[config.mk]
export PLATFORM = sky130hd
export DESIGN_NAME = bw_rf_param_2p
export DESIGN_NICKNAME = d
export VERILOG_FILES = /design/src/rtl/bw_rf_pkg.sv /design/src/rtl/bw_rf_param_rdpipe.sv /design/src/rtl/bw_rf_param_2p.sv
export SDC_FILE = /design/constraint.sdc
export NUM_CORES = 2
export LEC_CHECK = 0
export ABC_AREA = 0
export CAP_MARGIN = 20
export CORE_MARGIN = 2
export CORE_UTILIZATION = 55
export DETAILED_ROUTE_END_ITERATION = 12
export PLACE_DENSITY_LB_ADDON = 0.15
export REMOVE_ABC_BUFFERS = 1
export SYNTH_ARGS = -nofsm -noshare
export SYNTH_HDL_FRONTEND = slang
export SYNTH_SLANG_ARGS = --single-unit
export TNS_END_PERCENT = 5
[constraint.sdc]
create_clock -name rclk -period 10.3 [get_ports rclk]
set_clock_uncertainty 0.1 [all_clocks]
set_input_delay 2.06 -clock rclk [delete_from_list [all_inputs] [get_ports rclk]]
set_output_delay 2.06 -clock rclk [all_outputs]
set_load 0.01 [all_outputs]
[src/rtl/bw_rf_pkg.sv]
// -----------------------------------------------------------------------------
// bw_rf_pkg
//   Shared constants and helpers for the parametrised two-port register file.
//   - RF_RD_OFF      : fill value driven on the read port when no entry is read
//   - RF_RD_LAT_*    : legal read latencies
//   - clog2          : address-width helper
//   - rf_params_ok   : parameter legality check used at elaboration
// -----------------------------------------------------------------------------
package bw_rf_pkg;

    localparam int RF_MAX_W = 128;

    // Wide enough for the largest legal WIDTH; users slice the low bits.
    localparam logic [RF_MAX_W-1:0] RF_RD_OFF = '1;

    localparam int RF_RD_LAT_1 = 1;
    localparam int RF_RD_LAT_2 = 2;

    function automatic int clog2(input int n);
        int r;
        int v;
        r = 0;
        v = n - 1;
        while (v > 0) begin
            r = r + 1;
            v = v >> 1;
        end
        return r;
    endfunction

    function automatic bit rf_params_ok(input int width, input int depth,
                                        input int aw, input int rd_lat);
        bit ok;
        ok = 1'b1;
        if (width < 1 || width > RF_MAX_W) ok = 1'b0;
        if (depth < 2 || depth > 64)       ok = 1'b0;
        if (aw != clog2(depth))            ok = 1'b0;
        if (rd_lat != RF_RD_LAT_1 && rd_lat != RF_RD_LAT_2) ok = 1'b0;
        return ok;
    endfunction

endpackage

[src/rtl/bw_rf_param_rdpipe.sv]
// -----------------------------------------------------------------------------
// bw_rf_param_rdpipe
//   Read output stage of bw_rf_param_2p. Registers read data, the entry-valid
//   flag and the read/write conflict flag together so they stay aligned.
//   RD_LAT=1 gives a single register; RD_LAT=2 adds a leading stage.
//
// Ports
//   rclk     : core clock, posedge
//   reset    : asynchronous, active-high
//   en       : stage advance enable (low while the array is held)
//   data_p0  : read data resolved at the current edge
//   vld_p0   : entry-valid flag for data_p0
//   conf_p0  : read/write same-address flag for data_p0
//   data_q   : read data presented to the output mux
//   vld_q    : aligned entry-valid flag
//   conf_q   : aligned conflict flag
// -----------------------------------------------------------------------------
module bw_rf_param_rdpipe
    import bw_rf_pkg::*;
#(
    parameter int WIDTH  = 81,
    parameter int RD_LAT = 1
) (
    input  logic             rclk,
    input  logic             reset,
    input  logic             en,
    input  logic [WIDTH-1:0] data_p0,
    input  logic             vld_p0,
    input  logic             conf_p0,
    output logic [WIDTH-1:0] data_q,
    output logic             vld_q,
    output logic             conf_q
);

    localparam logic [WIDTH-1:0] RD_OFF = RF_RD_OFF[WIDTH-1:0];

    generate
        if (RD_LAT == RF_RD_LAT_2) begin : g_lat2
            logic [WIDTH-1:0] data_p1;
            logic             vld_p1;
            logic             conf_p1;

            // ---- stage p1: intermediate register (clears to zero) ----
            always_ff @(posedge rclk or posedge reset) begin
                if (reset) begin
                    data_p1 <= '0;
                    vld_p1  <= 1'b0;
                    conf_p1 <= 1'b0;
                end else if (en) begin
                    data_p1 <= data_p0;
                    vld_p1  <= vld_p0;
                    conf_p1 <= conf_p0;
                end
            end

            // ---- stage p2: output register (clears to the off value) ----
            always_ff @(posedge rclk or posedge reset) begin
                if (reset) begin
                    data_q <= RD_OFF;
                    vld_q  <= 1'b0;
                    conf_q <= 1'b0;
                end else if (en) begin
                    data_q <= data_p1;
                    vld_q  <= vld_p1;
                    conf_q <= conf_p1;
                end
            end
        end else begin : g_lat1
            // ---- stage p1: output register ----
            always_ff @(posedge rclk or posedge reset) begin
                if (reset) begin
                    data_q <= RD_OFF;
                    vld_q  <= 1'b0;
                    conf_q <= 1'b0;
                end else if (en) begin
                    data_q <= data_p0;
                    vld_q  <= vld_p0;
                    conf_q <= conf_p0;
                end
            end
        end
    endgenerate

endmodule

[src/rtl/bw_rf_param_2p.sv]
// -----------------------------------------------------------------------------
// bw_rf_param_2p
//   Parametrised 1R/1W register file on a single clock edge, with optional
//   write-to-read bypass, per-entry valid tracking, a registered read/write
//   conflict flag and the test features (hold, testmux, listen flop).
//
// Parameters
//   WIDTH  : data width (1..128)
//   DEPTH  : number of entries (2..64)
//   AW     : address width, clog2(DEPTH)
//   RD_LAT : read latency, 1 or 2
//   BYPASS : 1 = same-edge write data forwarded to a colliding read
//
// Ports
//   rclk        : core clock, posedge
//   reset       : asynchronous, active-high
//   csn_rd      : read enable, active low
//   csn_wr      : write enable, active low
//   rd_a, wr_a  : read / write address
//   di          : write data
//   hold        : freeze every register, the array and the valid bitmap
//   testmux_sel : drive dout from the registered write data
//   dout        : read data
//   rd_vld      : read entry had been written since reset (aligned with dout)
//   rw_conflict : read and write hit the same address (aligned with dout)
//   listen_out  : dout captured every non-held edge
// -----------------------------------------------------------------------------
module bw_rf_param_2p
    import bw_rf_pkg::*;
#(
    parameter int WIDTH  = 81,
    parameter int DEPTH  = 16,
    parameter int AW     = 4,
    parameter int RD_LAT = 1,
    parameter int BYPASS = 1
) (
    input  logic             rclk,
    input  logic             reset,
    input  logic             csn_rd,
    input  logic             csn_wr,
    input  logic [AW-1:0]    rd_a,
    input  logic [AW-1:0]    wr_a,
    input  logic [WIDTH-1:0] di,
    input  logic             hold,
    input  logic             testmux_sel,
    output logic [WIDTH-1:0] dout,
    output logic             rd_vld,
    output logic             rw_conflict,
    output logic [WIDTH-1:0] listen_out
);

    generate
        if (!rf_params_ok(WIDTH, DEPTH, AW, RD_LAT)) begin : g_param_err
            $error("bw_rf_param_2p: illegal WIDTH/DEPTH/AW/RD_LAT combination");
        end
    endgenerate

    localparam logic [WIDTH-1:0] RD_OFF  = RF_RD_OFF[WIDTH-1:0];
    localparam logic [AW:0]      DEPTH_A = (AW+1)'(DEPTH);
    localparam bit               BYP_EN  = (BYPASS != 0);

    logic [WIDTH-1:0] mem [DEPTH];
    logic [DEPTH-1:0] valid_q;
    logic [WIDTH-1:0] di_ff;

    logic             en;
    logic             rd_hit;
    logic             wr_hit;
    logic             same_a;
    logic             byp_hit;

    logic [WIDTH-1:0] rd_data_p0;
    logic             rd_vld_p0;
    logic             rw_conf_p0;

    logic [WIDTH-1:0] rd_data_q;

    assign en     = ~hold;
    // Addresses at or beyond DEPTH only occur when DEPTH is not a power of two.
    assign rd_hit = ~csn_rd & ({1'b0, rd_a} < DEPTH_A);
    assign wr_hit = ~csn_wr & ({1'b0, wr_a} < DEPTH_A);
    assign same_a = (rd_a == wr_a);
    assign byp_hit = BYP_EN & rd_hit & wr_hit & same_a;

    // The conflict flag reports the raw request collision, bypass or not.
    assign rw_conf_p0 = ~csn_rd & ~csn_wr & same_a;

    // ---- stage p0: read resolved from the array state before this edge ----
    always_comb begin
        rd_data_p0 = RD_OFF;
        rd_vld_p0  = 1'b0;
        if (rd_hit) begin
            if (byp_hit) begin
                rd_data_p0 = di;
                rd_vld_p0  = 1'b1;
            end else begin
                rd_data_p0 = mem[rd_a];
                rd_vld_p0  = valid_q[rd_a];
            end
        end
    end

    // Array contents are deliberately not reset.
    always_ff @(posedge rclk) begin
        if (en && wr_hit) begin
            mem[wr_a] <= di;
        end
    end

    always_ff @(posedge rclk or posedge reset) begin
        if (reset) begin
            valid_q <= '0;
        end else if (en && wr_hit) begin
            valid_q[wr_a] <= 1'b1;
        end
    end

    // Write data is captured every non-held edge, independent of csn_wr,
    // so the testmux path can observe the input bus.
    always_ff @(posedge rclk or posedge reset) begin
        if (reset) begin
            di_ff <= '0;
        end else if (en) begin
            di_ff <= di;
        end
    end

    bw_rf_param_rdpipe #(
        .WIDTH  (WIDTH),
        .RD_LAT (RD_LAT)
    ) u_rdpipe (
        .rclk    (rclk),
        .reset   (reset),
        .en      (en),
        .data_p0 (rd_data_p0),
        .vld_p0  (rd_vld_p0),
        .conf_p0 (rw_conf_p0),
        .data_q  (rd_data_q),
        .vld_q   (rd_vld),
        .conf_q  (rw_conflict)
    );

    // Test mux overrides only the data; the flags keep following the read path.
    assign dout = testmux_sel ? di_ff : rd_data_q;

    // ---- listen flop: samples the post-mux output ----
    always_ff @(posedge rclk or posedge reset) begin
        if (reset) begin
            listen_out <= '0;
        end else if (en) begin
            listen_out <= dout;
        end
    end

endmodule
==> flow_summary.json <==
{
  "syn_inst": 2768,
  "dr_total_vias": 29000,
  "numCtsBuffers": 156,
  "crit_path_max_fanout": 43,
  "drc_errors": 0,
  "nets": 3170,
  "cp-end-kind": "output pin",
  "vias_per_cell": 6.27,
  "cellLeakagePower_nw": 22.6,
  "grtUsageMet1": 0.343,
  "clkTransAtPathRegs_ns": 0.06,
  "routedWlPerCell_um": 28.7,
  "synth_cell_types": 28,
  "dieArea_um2": 112000,
  "syn_area_um2": 59900,
  "clock.fmax_mhz": 155,
  "vdd_drop_max_v": 0.000157,
  "yosys-top-cells-count": "edfxtp_1, mux4_2, mux2_2",
  "fin_crit_sh": 0.625,
  "post-cts-setup-buffer-count": 0,
  "cts-htree-levels": 4,
  "wirelength_um": 133000,
  "ys_ff_latch": 1557,
  "min_path_cells": 1,
  "cp.required_ns": 8.14,
  "drv_cap": 0,
  "min-delay-start": "valid_q[13]$_DFFE_PP0P_",
  "r2r_end": "u_rdpipe.vld_q$_DFFE_PP0N_",
  "cpMaxStageDelayCell": "buf_4",
  "status": "completed",
  "gp_congestion": 0.723,
  "finalSetupViolations": 0,
  "drt_iter0_markers": 3092,
  "critPathMaxStageDelay_ns": 0.62,
  "io_pins": 259,
  "insertion_delay_ns": 0.75,
  "synth.most_common_cell": "edfxtp_1",
  "worstHoldPathType": "reg2reg",
  "die_h_um": 334,
  "fillCellCount": 7194,
  "rsz0062_at_grt": "no",
  "drtAntennaViolNets": 0,
  "yosysSeqAreaShare": 0.761,
  "async_flop_share": 0.168,
  "yosys_warnings": 0,
  "worst_pin_slew_ns": 1.12,
  "use_met2": 0.401,
  "avgSynthCellArea_um2": 21.6,
  "dp.cells": 4331,
  "path_class": "in2out",
  "grt_antenna_before_repair": 3,
  "coreArea_um2": 108000,
  "busiest_layer": "met2",
  "dp_hpwl_um": 67400,
  "die_x_um": 334,
  "cp-start-kind": "input pin",
  "initial_core_util": 0.552,
  "rows": 121,
  "tns_ns": 0,
  "cts-root-buf": "clkbuf_16",
  "grt_pass1_vias": 30600,
  "cts_sinks": 1557,
  "synth_edf_count": 1296,
  "synth_top_area_frac": 0.650,
  "r2r-start": "valid_q[11]$_DFFE_PP0P_",
  "finalMaxSlewViolations": 0,
  "grt_pass1_wl_um": 199000,
  "postCtsHoldBufs": 0,
  "hold_viol": 0,
  "cts_tree": "yes",
  "use_met3": 0.0408,
  "post_cts_resized": 0,
  "drt_first_pass_iters": 7,
  "synth.area.top_cells": "edfxtp_1, mux4_2, dfrtp_1, mux2_2, dfstp_2",
  "worstHoldEndpoint": "valid_q[13]$_DFFE_PP0P_",
  "power_density_nw_per_um2": 200,
  "crit_chain": "buf_4 > buf_4 > mux2_2 > clkdlybuf4s50_1",
  "r2r_cells": 4,
  "overflow": 0,
  "grt_max_degree": 147,
  "cp.arrival_ns": 4.27,
  "synth_top_area_cell": "edfxtp_1",
  "r2r_slack_ns": 8.53,
  "stdcell_count": 4623,
  "cts_max_path_buffers": 3,
  "fin_crit_ns": 6.43,
  "ys.flop_type": "edfxtp_1",
  "io_buffers": 258,
  "max-slew-margin-rel": 0.252,
  "path_common_cell": "buf_4",
  "grt_usage": 0.243,
  "syn_to_final_growth_pct": 15.5,
  "drive_gt1_frac": 0.301
}
-- metrics by stage --
stage | hold WS (ns) | instance area (µm²) | utilization | power [mW] | setup slack (ns)
global placement | 0.342 | 64000 | 0.590 | 8.29 | 3.91
finish | 0.359 | 69100 | 0.638 | 13.8 | 3.87
global route | 0.372 | 69100 | 0.638 | 14.3 | 3.76
floorplan | 0.328 | 59000 | - | 7.76 | 1.09
CTS | 0.361 | 69100 | 0.638 | 14.0 | 3.84
detailed placement | 0.346 | 64000 | 0.590 | 8.33 | 3.85
-- area by class of cell --
class                           count  area (µm²)  area share
Antenna cell                        2        5.00   0.0000724
Multi-Input combinational cell   1044       13600       0.197
Timing Repair Buffer              315        3060      0.0443
Clock inverter                     71         701      0.0101
Inverter                            1        11.3    0.000163
Sequential cell                  1557       45500       0.659
Tap cell                         1414        1770      0.0256
Clock buffer                      219        4450      0.0644
-- critical path, delay by kind of cell --
kind,cells,cell delay [ns]
multiplexers,1,0.43
buffers and inverters,3,1.56
-- placed cells by master (no fill, tap or decap), drive strengths merged, types with 5 or more instances in the layout --
cell type and instances:
dfstp 81, o221a 81, mux4 328, nor2 16, or2 16, nand3 12, clkbuf 219, clkdlybuf4s50 254
nand2b 83, edfxtp 1296, bufinv 13, inv 5, dfrtp 180, a22oi 157, buf 61, clkinv 53
mux2 244, nand2 85
-- power breakdown --
| group | leakage, nW | internal (mW) | switching, mW | total, mW |
|---|---|---|---|---|
| logic | 5.47 | 0.531 | 0.508 | 1.04 |
| clock network | 2.54 | 3.34 | 2.31 | 5.65 |
| registers | 14.6 | 7.06 | 0.0864 | 7.15 |
| total | 22.6 | 10.9 | 2.90 | 13.8 |
-- kinds of logic after synthesis --
family                    after synthesis  synth area share
AOI/OAI and AO/OA                     239            0.0350
xor gates and xnor gates                4          0.000585
buffers and inverters                 167            0.0148
DFF                                  1557             0.761
muxes                                 573             0.169
and+or+nand+nor                       228            0.0194
-- flip-flops by register name, indices dropped and copies added, names as in the netlist --
name and count:
mem 1296, u_rdpipe.conf_q 1, valid_q 16, u_rdpipe.data_q 81
listen_out 81, u_rdpipe.vld_q 1, di_ff 81
-- layer usage --
layer  wire, µm  vias up
li1           -    12100
met1      54500    15600
met2      66700     1116
met3       9310      171
met4       2380        4
met5         30        -
-- worst max path at each step --
stage	cells after the start	endpoint	startpoint	slack [ns]
global placement	4	dout[63]	testmux_sel	3.91
CTS	4	dout[55]	testmux_sel	3.84
detailed placement	4	dout[55]	testmux_sel	3.85
finish	4	dout[55]	testmux_sel	3.87
floorplan	1	di_ff[0]$_DFFE_PP0N_	reset	1.09
global route	4	dout[70]	testmux_sel	3.76
No activity file was read; power rests on OpenSTA's default activity.
